[src/rtl/dsp_pkg.sv]
// Shared constants and helpers for the dsp_mac_pipe slice: OPMODE bit positions,
// Z-select encodings and the saturation clamp generator.
package dsp_pkg;

   localparam int OP_PREADD_EN = 0;
   localparam int OP_PRESUB    = 1;
   localparam int OP_ZSEL_LO   = 2;
   localparam int OP_ZSEL_HI   = 3;
   localparam int OP_POSTSUB   = 4;
   localparam int OP_CIN_EN    = 5;

   localparam logic [1:0] ZSEL_ZERO = 2'b00;
   localparam logic [1:0] ZSEL_C    = 2'b01;
   localparam logic [1:0] ZSEL_PCIN = 2'b10;
   localparam logic [1:0] ZSEL_P    = 2'b11;

   localparam int SAT_MAXW = 128;

   // Largest positive or most negative signed value of a pw-bit word; callers keep the low pw bits.
   function automatic logic [SAT_MAXW-1:0] sat_pw(input logic neg, input int pw);
      logic [SAT_MAXW-1:0] pos_v;
      pos_v = (128'd1 << (pw - 1)) - 128'd1;
      if (neg) begin
         sat_pw = ~pos_v;
      end else begin
         sat_pw = pos_v;
      end
   endfunction

endpackage

[src/rtl/dsp_pipe_reg.sv]
// Valid-tracked delay line of 0..2 stages. Data only moves behind a valid beat,
// so bubbles never overwrite the operands parked in a stage.
module dsp_pipe_reg
   import dsp_pkg::*;
#(
   parameter int W     = 8,
   parameter int DEPTH = 1
) (
   input  logic         clk,
   input  logic         rst_n,
   input  logic         ce,
   input  logic         vin,
   input  logic [W-1:0] din,
   output logic         vout,
   output logic [W-1:0] dout
);

   generate
      if (DEPTH == 0) begin : g_bypass
         assign vout = vin;
         assign dout = din;
      end else begin : g_stages
         logic [W-1:0]     data_r [DEPTH];
         logic [DEPTH-1:0] valid_r;

         // Stage registers: valid bits advance on every enabled cycle, data only behind a valid beat.
         always_ff @(posedge clk or negedge rst_n) begin
            if (!rst_n) begin
               valid_r <= '0;
               for (int i = 0; i < DEPTH; i++) begin
                  data_r[i] <= '0;
               end
            end else if (ce) begin
               valid_r[0] <= vin;
               if (vin) begin
                  data_r[0] <= din;
               end
               for (int i = 1; i < DEPTH; i++) begin
                  valid_r[i] <= valid_r[i-1];
                  if (valid_r[i-1]) begin
                     data_r[i] <= data_r[i-1];
                  end
               end
            end
         end

         assign vout = valid_r[DEPTH-1];
         assign dout = data_r[DEPTH-1];
      end
   endgenerate

endmodule

[src/rtl/dsp_mac_pipe.sv]
// Pipelined pre-adder -> signed multiplier -> post-adder/accumulator slice with
// per-beat OPMODE, optional saturation and PCIN/PCOUT cascade.
module dsp_mac_pipe
   import dsp_pkg::*;
#(
   parameter int AW        = 18,
   parameter int BW        = 18,
   parameter int CW        = 48,
   parameter int PW        = 48,
   parameter int IN_STAGES = 1,
   parameter int MREG      = 1,
   parameter int SAT_EN    = 0
) (
   input  logic            CLK,
   input  logic            RST_N,
   input  logic            CE,
   input  logic            VALID_IN,
   input  logic [5:0]      OPMODE,
   input  logic [AW-1:0]   A,
   input  logic [BW-1:0]   B,
   input  logic [BW-1:0]   D,
   input  logic [CW-1:0]   C,
   input  logic [PW-1:0]   PCIN,
   input  logic            CARRYIN,
   output logic            VALID_OUT,
   output logic [AW+BW:0]  M,
   output logic [PW-1:0]   P,
   output logic [PW-1:0]   PCOUT,
   output logic            CARRYOUT,
   output logic            OVF
);

   localparam int MW = AW + BW + 1;
   localparam int IW = 7 + AW + 2 * BW + CW;
   localparam int KW = 5 + CW + MW;

   logic [IW-1:0]  s1_data_s;
   logic           s1_valid_s;
   logic [5:0]     s1_op_s;
   logic           s1_cin_s;
   logic [AW-1:0]  s1_a_s;
   logic [BW-1:0]  s1_b_s;
   logic [BW-1:0]  s1_d_s;
   logic [CW-1:0]  s1_c_s;
   logic [BW:0]    pre_s;
   logic [MW-1:0]  prod_s;

   logic [KW-1:0]  s2_data_s;
   logic           s2_valid_s;
   logic           s2_cinen_s;
   logic           s2_postsub_s;
   logic [1:0]     s2_zsel_s;
   logic           s2_cin_s;
   logic [CW-1:0]  s2_c_s;
   logic [MW-1:0]  s2_m_s;

   logic [PW-1:0]  z_s;
   logic [PW-1:0]  mx_s;
   logic           cin_s;
   logic [PW:0]    tru_s;
   logic [PW-1:0]  res_s;
   logic           carry_s;
   logic           ovf_s;

   logic [PW-1:0]  p_r;
   logic           carry_r;
   logic           ovf_r;
   logic           valid_out_r;

   dsp_pipe_reg #(.W(IW), .DEPTH(IN_STAGES)) u_in_pipe (
      .clk   (CLK),
      .rst_n (RST_N),
      .ce    (CE),
      .vin   (VALID_IN),
      .din   ({OPMODE, CARRYIN, A, B, D, C}),
      .vout  (s1_valid_s),
      .dout  (s1_data_s)
   );

   assign {s1_op_s, s1_cin_s, s1_a_s, s1_b_s, s1_d_s, s1_c_s} = s1_data_s;

   // Pre-adder, sign-extended to BW+1 bits so D+B and D-B never wrap.
   always_comb begin
      pre_s = {s1_b_s[BW-1], s1_b_s};
      if (!s1_op_s[OP_PREADD_EN]) begin
         pre_s = {s1_b_s[BW-1], s1_b_s};
      end else if (s1_op_s[OP_PRESUB]) begin
         pre_s = {s1_d_s[BW-1], s1_d_s} - {s1_b_s[BW-1], s1_b_s};
      end else begin
         pre_s = {s1_d_s[BW-1], s1_d_s} + {s1_b_s[BW-1], s1_b_s};
      end
   end

   assign prod_s = MW'($signed(s1_a_s)) * MW'($signed(pre_s));

   dsp_pipe_reg #(.W(KW), .DEPTH(MREG)) u_m_pipe (
      .clk   (CLK),
      .rst_n (RST_N),
      .ce    (CE),
      .vin   (s1_valid_s),
      .din   ({s1_op_s[OP_CIN_EN], s1_op_s[OP_POSTSUB], s1_op_s[OP_ZSEL_HI:OP_ZSEL_LO],
               s1_cin_s, s1_c_s, prod_s}),
      .vout  (s2_valid_s),
      .dout  (s2_data_s)
   );

   assign {s2_cinen_s, s2_postsub_s, s2_zsel_s, s2_cin_s, s2_c_s, s2_m_s} = s2_data_s;
   assign mx_s  = PW'($signed(s2_m_s));
   assign cin_s = s2_cinen_s & s2_cin_s;

   // Z operand select; PCIN is taken live here so it aligns with an upstream PCOUT.
   always_comb begin
      z_s = '0;
      case (s2_zsel_s)
         ZSEL_ZERO: z_s = '0;
         ZSEL_C:    z_s = PW'($signed(s2_c_s));
         ZSEL_PCIN: z_s = PCIN;
         ZSEL_P:    z_s = p_r;
         default:   z_s = '0;
      endcase
   end

   // Post-adder in PW+1 signed bits. The unsigned carry/borrow out of bit PW-1 is recovered
   // from the extra sign bit: it equals tru[PW] ^ z[PW-1] ^ mx[PW-1] for both add and subtract.
   always_comb begin
      tru_s = '0;
      if (s2_postsub_s) begin
         tru_s = {z_s[PW-1], z_s} - {mx_s[PW-1], mx_s} - {{PW{1'b0}}, cin_s};
      end else begin
         tru_s = {z_s[PW-1], z_s} + {mx_s[PW-1], mx_s} + {{PW{1'b0}}, cin_s};
      end
      carry_s = tru_s[PW] ^ z_s[PW-1] ^ mx_s[PW-1];
      ovf_s   = tru_s[PW] ^ tru_s[PW-1];
      if ((SAT_EN != 0) && ovf_s) begin
         res_s = PW'(sat_pw(tru_s[PW], PW));
      end else begin
         res_s = tru_s[PW-1:0];
      end
   end

   // Result register: only a valid final-stage beat updates P, so accumulation holds across bubbles.
   always_ff @(posedge CLK or negedge RST_N) begin
      if (!RST_N) begin
         p_r         <= '0;
         carry_r     <= 1'b0;
         ovf_r       <= 1'b0;
         valid_out_r <= 1'b0;
      end else if (CE) begin
         valid_out_r <= s2_valid_s;
         if (s2_valid_s) begin
            p_r     <= res_s;
            carry_r <= carry_s;
            ovf_r   <= ovf_s;
         end
      end
   end

   assign M         = s2_m_s;
   assign P         = p_r;
   assign PCOUT     = p_r;
   assign CARRYOUT  = carry_r;
   assign OVF       = ovf_r;
   assign VALID_OUT = valid_out_r;

endmodule
[config.mk]
export PLATFORM = sky130hd
export DESIGN_NAME = dsp_mac_pipe
export DESIGN_NICKNAME = d
export VERILOG_FILES = /design/src/rtl/dsp_pkg.sv /design/src/rtl/dsp_pipe_reg.sv /design/src/rtl/dsp_mac_pipe.sv
export SDC_FILE = /design/constraint.sdc
export NUM_CORES = 2
export LEC_CHECK = 0
export BUFFER_PORTS_ARGS = -buffer_cell sky130_fd_sc_hd__buf_2
export CAP_MARGIN = 20
export CORE_MARGIN = 4
export CORE_UTILIZATION = 50
export DETAILED_ROUTE_END_ITERATION = 6
export HOLD_SLACK_MARGIN = 0.05
export PLACE_DENSITY = 0.73
export SYNTH_ARGS = -nofsm -noshare
export SYNTH_HDL_FRONTEND = slang
export SYNTH_SLANG_ARGS = --single-unit
[constraint.sdc]
create_clock -name CLK -period 11.25 [get_ports CLK]
set_input_delay 2.25 -clock CLK [delete_from_list [all_inputs] [get_ports CLK]]
set_output_delay 2.25 -clock CLK [all_outputs]
set_load 0.005 [all_outputs]
==> metrics.csv <==
metric;value;unit
Synth Instances;3454;
Clock transition at path regs;0.06;ns
Clock Latency Late Sink;0.60;ns
Port Buffers;296;
Min-Delay Endpoint;u_m_pipe.dout[68];
most common cell in the synthesized netlist;inv_1;
Critical R2R Capture;u_m_pipe.dout[36];
Avg Cell Area, Syn;9.14;sq um
Unique masters post-synth;91;
DRT Pass-1 Iters;5;
Crit Path Max Fanout;23;
# setup viols final;0;
most area-consuming cells after synthesis;fa_1 22%, dfrtp_1 20%, ha_1 10%;
YS warnings;0;
setup ws final;1.18;ns
total detailed-routing wirelength;80.7;mm
Multi-input gate area;0.0220;sq mm
Die Y;259;um
required time worst endpoint;11.70;ns
Final Hold Fails;0;
CP max-delay cell;fa_1;
Sink Count;252;
Final Util;0.550;
cts bufs inserted;31;
Critical Path AT;10.51;ns
worst hold path type;reg -> reg;
cell depth of the worst min-delay path;1;
Reg2Reg Depth;39;
Starting Density;0.509;
row count;91;
post-layout minimum cycle time;10.07;ns
Post-CTS Setup Bufs;0;
die area;0.0672;sq mm
number of global-route vias before repair;24790;
max-slew violations;0;
Antenna Nets Post-Route;0;
CTS HTree Levels;1;
WL per Instance;18.2;um
Max-slew headroom;0.304;
worst slew pin tran;1.04;ns
Synth area leader;fa_1;
Nets;4344;
critical setup path kind;reg -> reg;
Synth top area share;0.218;
Reg area;0.00631;sq mm
final setup TNS;0;ns
pre-CTS WS;1.20;ns
initial antenna violation count;3;
CTS max path bufs;3;
Worst path max stage delay;0.63;ns
Die Wd;259;um
clk_skew;0.0195;ns
post-cts sizing count;0;
IO Pins;297;
vias;23808;
drc violations;0;
Seq/Total Area, Yosys;0.200;
DR vias/cell;5.36;
Mapped Nets;4214;
hold path start;u_in_pipe.dout[31];
core area;0.0621;sq mm
CP startpoint kind;flip-flop;
Filler Cells Inserted;5589;
RSZ-0062 raised after global routing;no;
Setup crit end kind;flip-flop;
status;complete, no violations;
Max-Cap Viols;0;
worst r2r src;u_in_pipe.dout[69];
r2r setup slk;1.18;ns
layout cell share with drive strength beyond 1;0.181;
ys async rst share;1.00;
GPL Wtd Cong;0.923;
Root Driver;clkbuf_16;
cts hold-fix bufs;0;
first-pass GRT wire length;131;mm
Top FF cell, synth;dfrtp_1;
synth cell count leaders;573 x inv_1, 344 x fa_1, 334 x nand2_1;
GR Overflow Total;0;
P&R area growth vs syn;8.07;%
gr usage total;0.241;
first-iteration detailed-routing DRC count;1307;
hpwl dp;64.1;mm
largest net degree at the start of global routing;85;
register bit total from synthesis;252;
number of flops mapped to enable cells by yosys;0;
Final Cycle Share;0.895;
Max Fclk;99.4;MHz
Synth Cell Area;0.0316;sq mm
TritonCTS clock tree;built;
[worst max-delay path: cells and delay by family, from the launching register on]
| family | cells | cell delay [ns] |
|---|---|---|
| buffers and inverters | 6 | 0.81 |
| AND/OR/NAND/NOR | 11 | 2.34 |
| XOR/XNOR | 3 | 0.40 |
| adder cells (fa/ha/maj) | 8 | 3.68 |
| flip-flops | 1 | 0.44 |
| AO/OA/AOI/OAI | 11 | 2.23 |
[how the worst max path moves through the flow]
| stage | slack, ns | from | end | cells after the start |
|---|---|---|---|---|
| floorplan | 1.94 | u_in_pipe.dout[104] | u_m_pipe.dout[36] | 41 |
| global placement | 1.35 | u_in_pipe.dout[69] | u_m_pipe.dout[36] | 40 |
| detailed placement | 1.20 | u_in_pipe.dout[69] | u_m_pipe.dout[36] | 39 |
| CTS | 1.17 | u_in_pipe.dout[69] | u_m_pipe.dout[36] | 39 |
| global route | 0.23 | u_in_pipe.dout[69] | u_m_pipe.dout[36] | 41 |
| finish | 1.18 | u_in_pipe.dout[69] | u_m_pipe.dout[36] | 39 |
[per-layer routing]
metal	up-vias	part of all wire	global-route usage
li1	11385	-	-
met2	647	0.47	0.405
met1	11627	0.43	0.323
met4	0	0.035	0.0735
met5	-	0	0
met3	149	0.060	0.0390
[through the flow]
step                area, sq um  hold WS (ns)  std cells
floorplan                 31600         0.475       3454
global placement          33200         0.469       4388
detailed placement        33200         0.491       4388
CTS                       34100         0.494       4442
global route              34100         0.512       4444
finish                    34100         0.495       4444
[sequential cells by signal (all words and copies together), names as in the netlist]
name and count:
VALID_OUT 1, u_in_pipe.vout 1, u_m_pipe.dout 90, P 48
u_m_pipe.vout 1, u_in_pipe.dout 109, CARRYOUT 1, OVF 1
[cell usage in the layout, fill, tap and decap left out, drive strengths merged, types with 4 or more instances in the layout]
master	count
a2111oi	5
a211oi	21
a21boi	6
a21o	61
a21oi	172
a221oi	4
a22oi	48
a311oi	5
a31oi	11
and2	164
and3	5
buf	316
clkbuf	40
clkinv	12
dfrtp	252
fa	344
ha	255
inv	580
mux2	223
mux2i	12
nand2	334
nand2b	23
nand3	20
nand4	21
nor2	138
nor2b	16
nor3	29
nor4	18
o211ai	10
o21a	14
o21ai	160
o21bai	20
o221ai	4
o31ai	23
o41ai	4
or2	10
or3	15
xnor2	124
xor2	34
[kinds of logic (layout without fill, tap and decap cells)]
kind of cell             after synthesis  in the layout  synth area share
AO/OA/AOI/OAI                        602            602             0.125
XOR/XNOR                             158            158            0.0438
adder cells (fa/ha/maj)              601            601             0.320
buffers and inverters                797            948             0.105
flip-flops                           252            252             0.200
multiplexers                         235            235            0.0833
other                                  0              2                 0
AND/OR/NAND/NOR                      809            809             0.123
[layout make-up]
cell class / count / area share
timing repair buffer: 316 / 0.0481
inverter: 578 / 0.0636
antenna: 2 / 0.000147
multi-input combinational: 2405 / 0.645
tap: 837 / 0.0307
clock inverter: 14 / 0.00304
sequential: 252 / 0.185
clock buffer: 40 / 0.0249
Power is not shown: default switching activity piles up to over one toggle a cycle in this logic, so the estimate is an artifact.
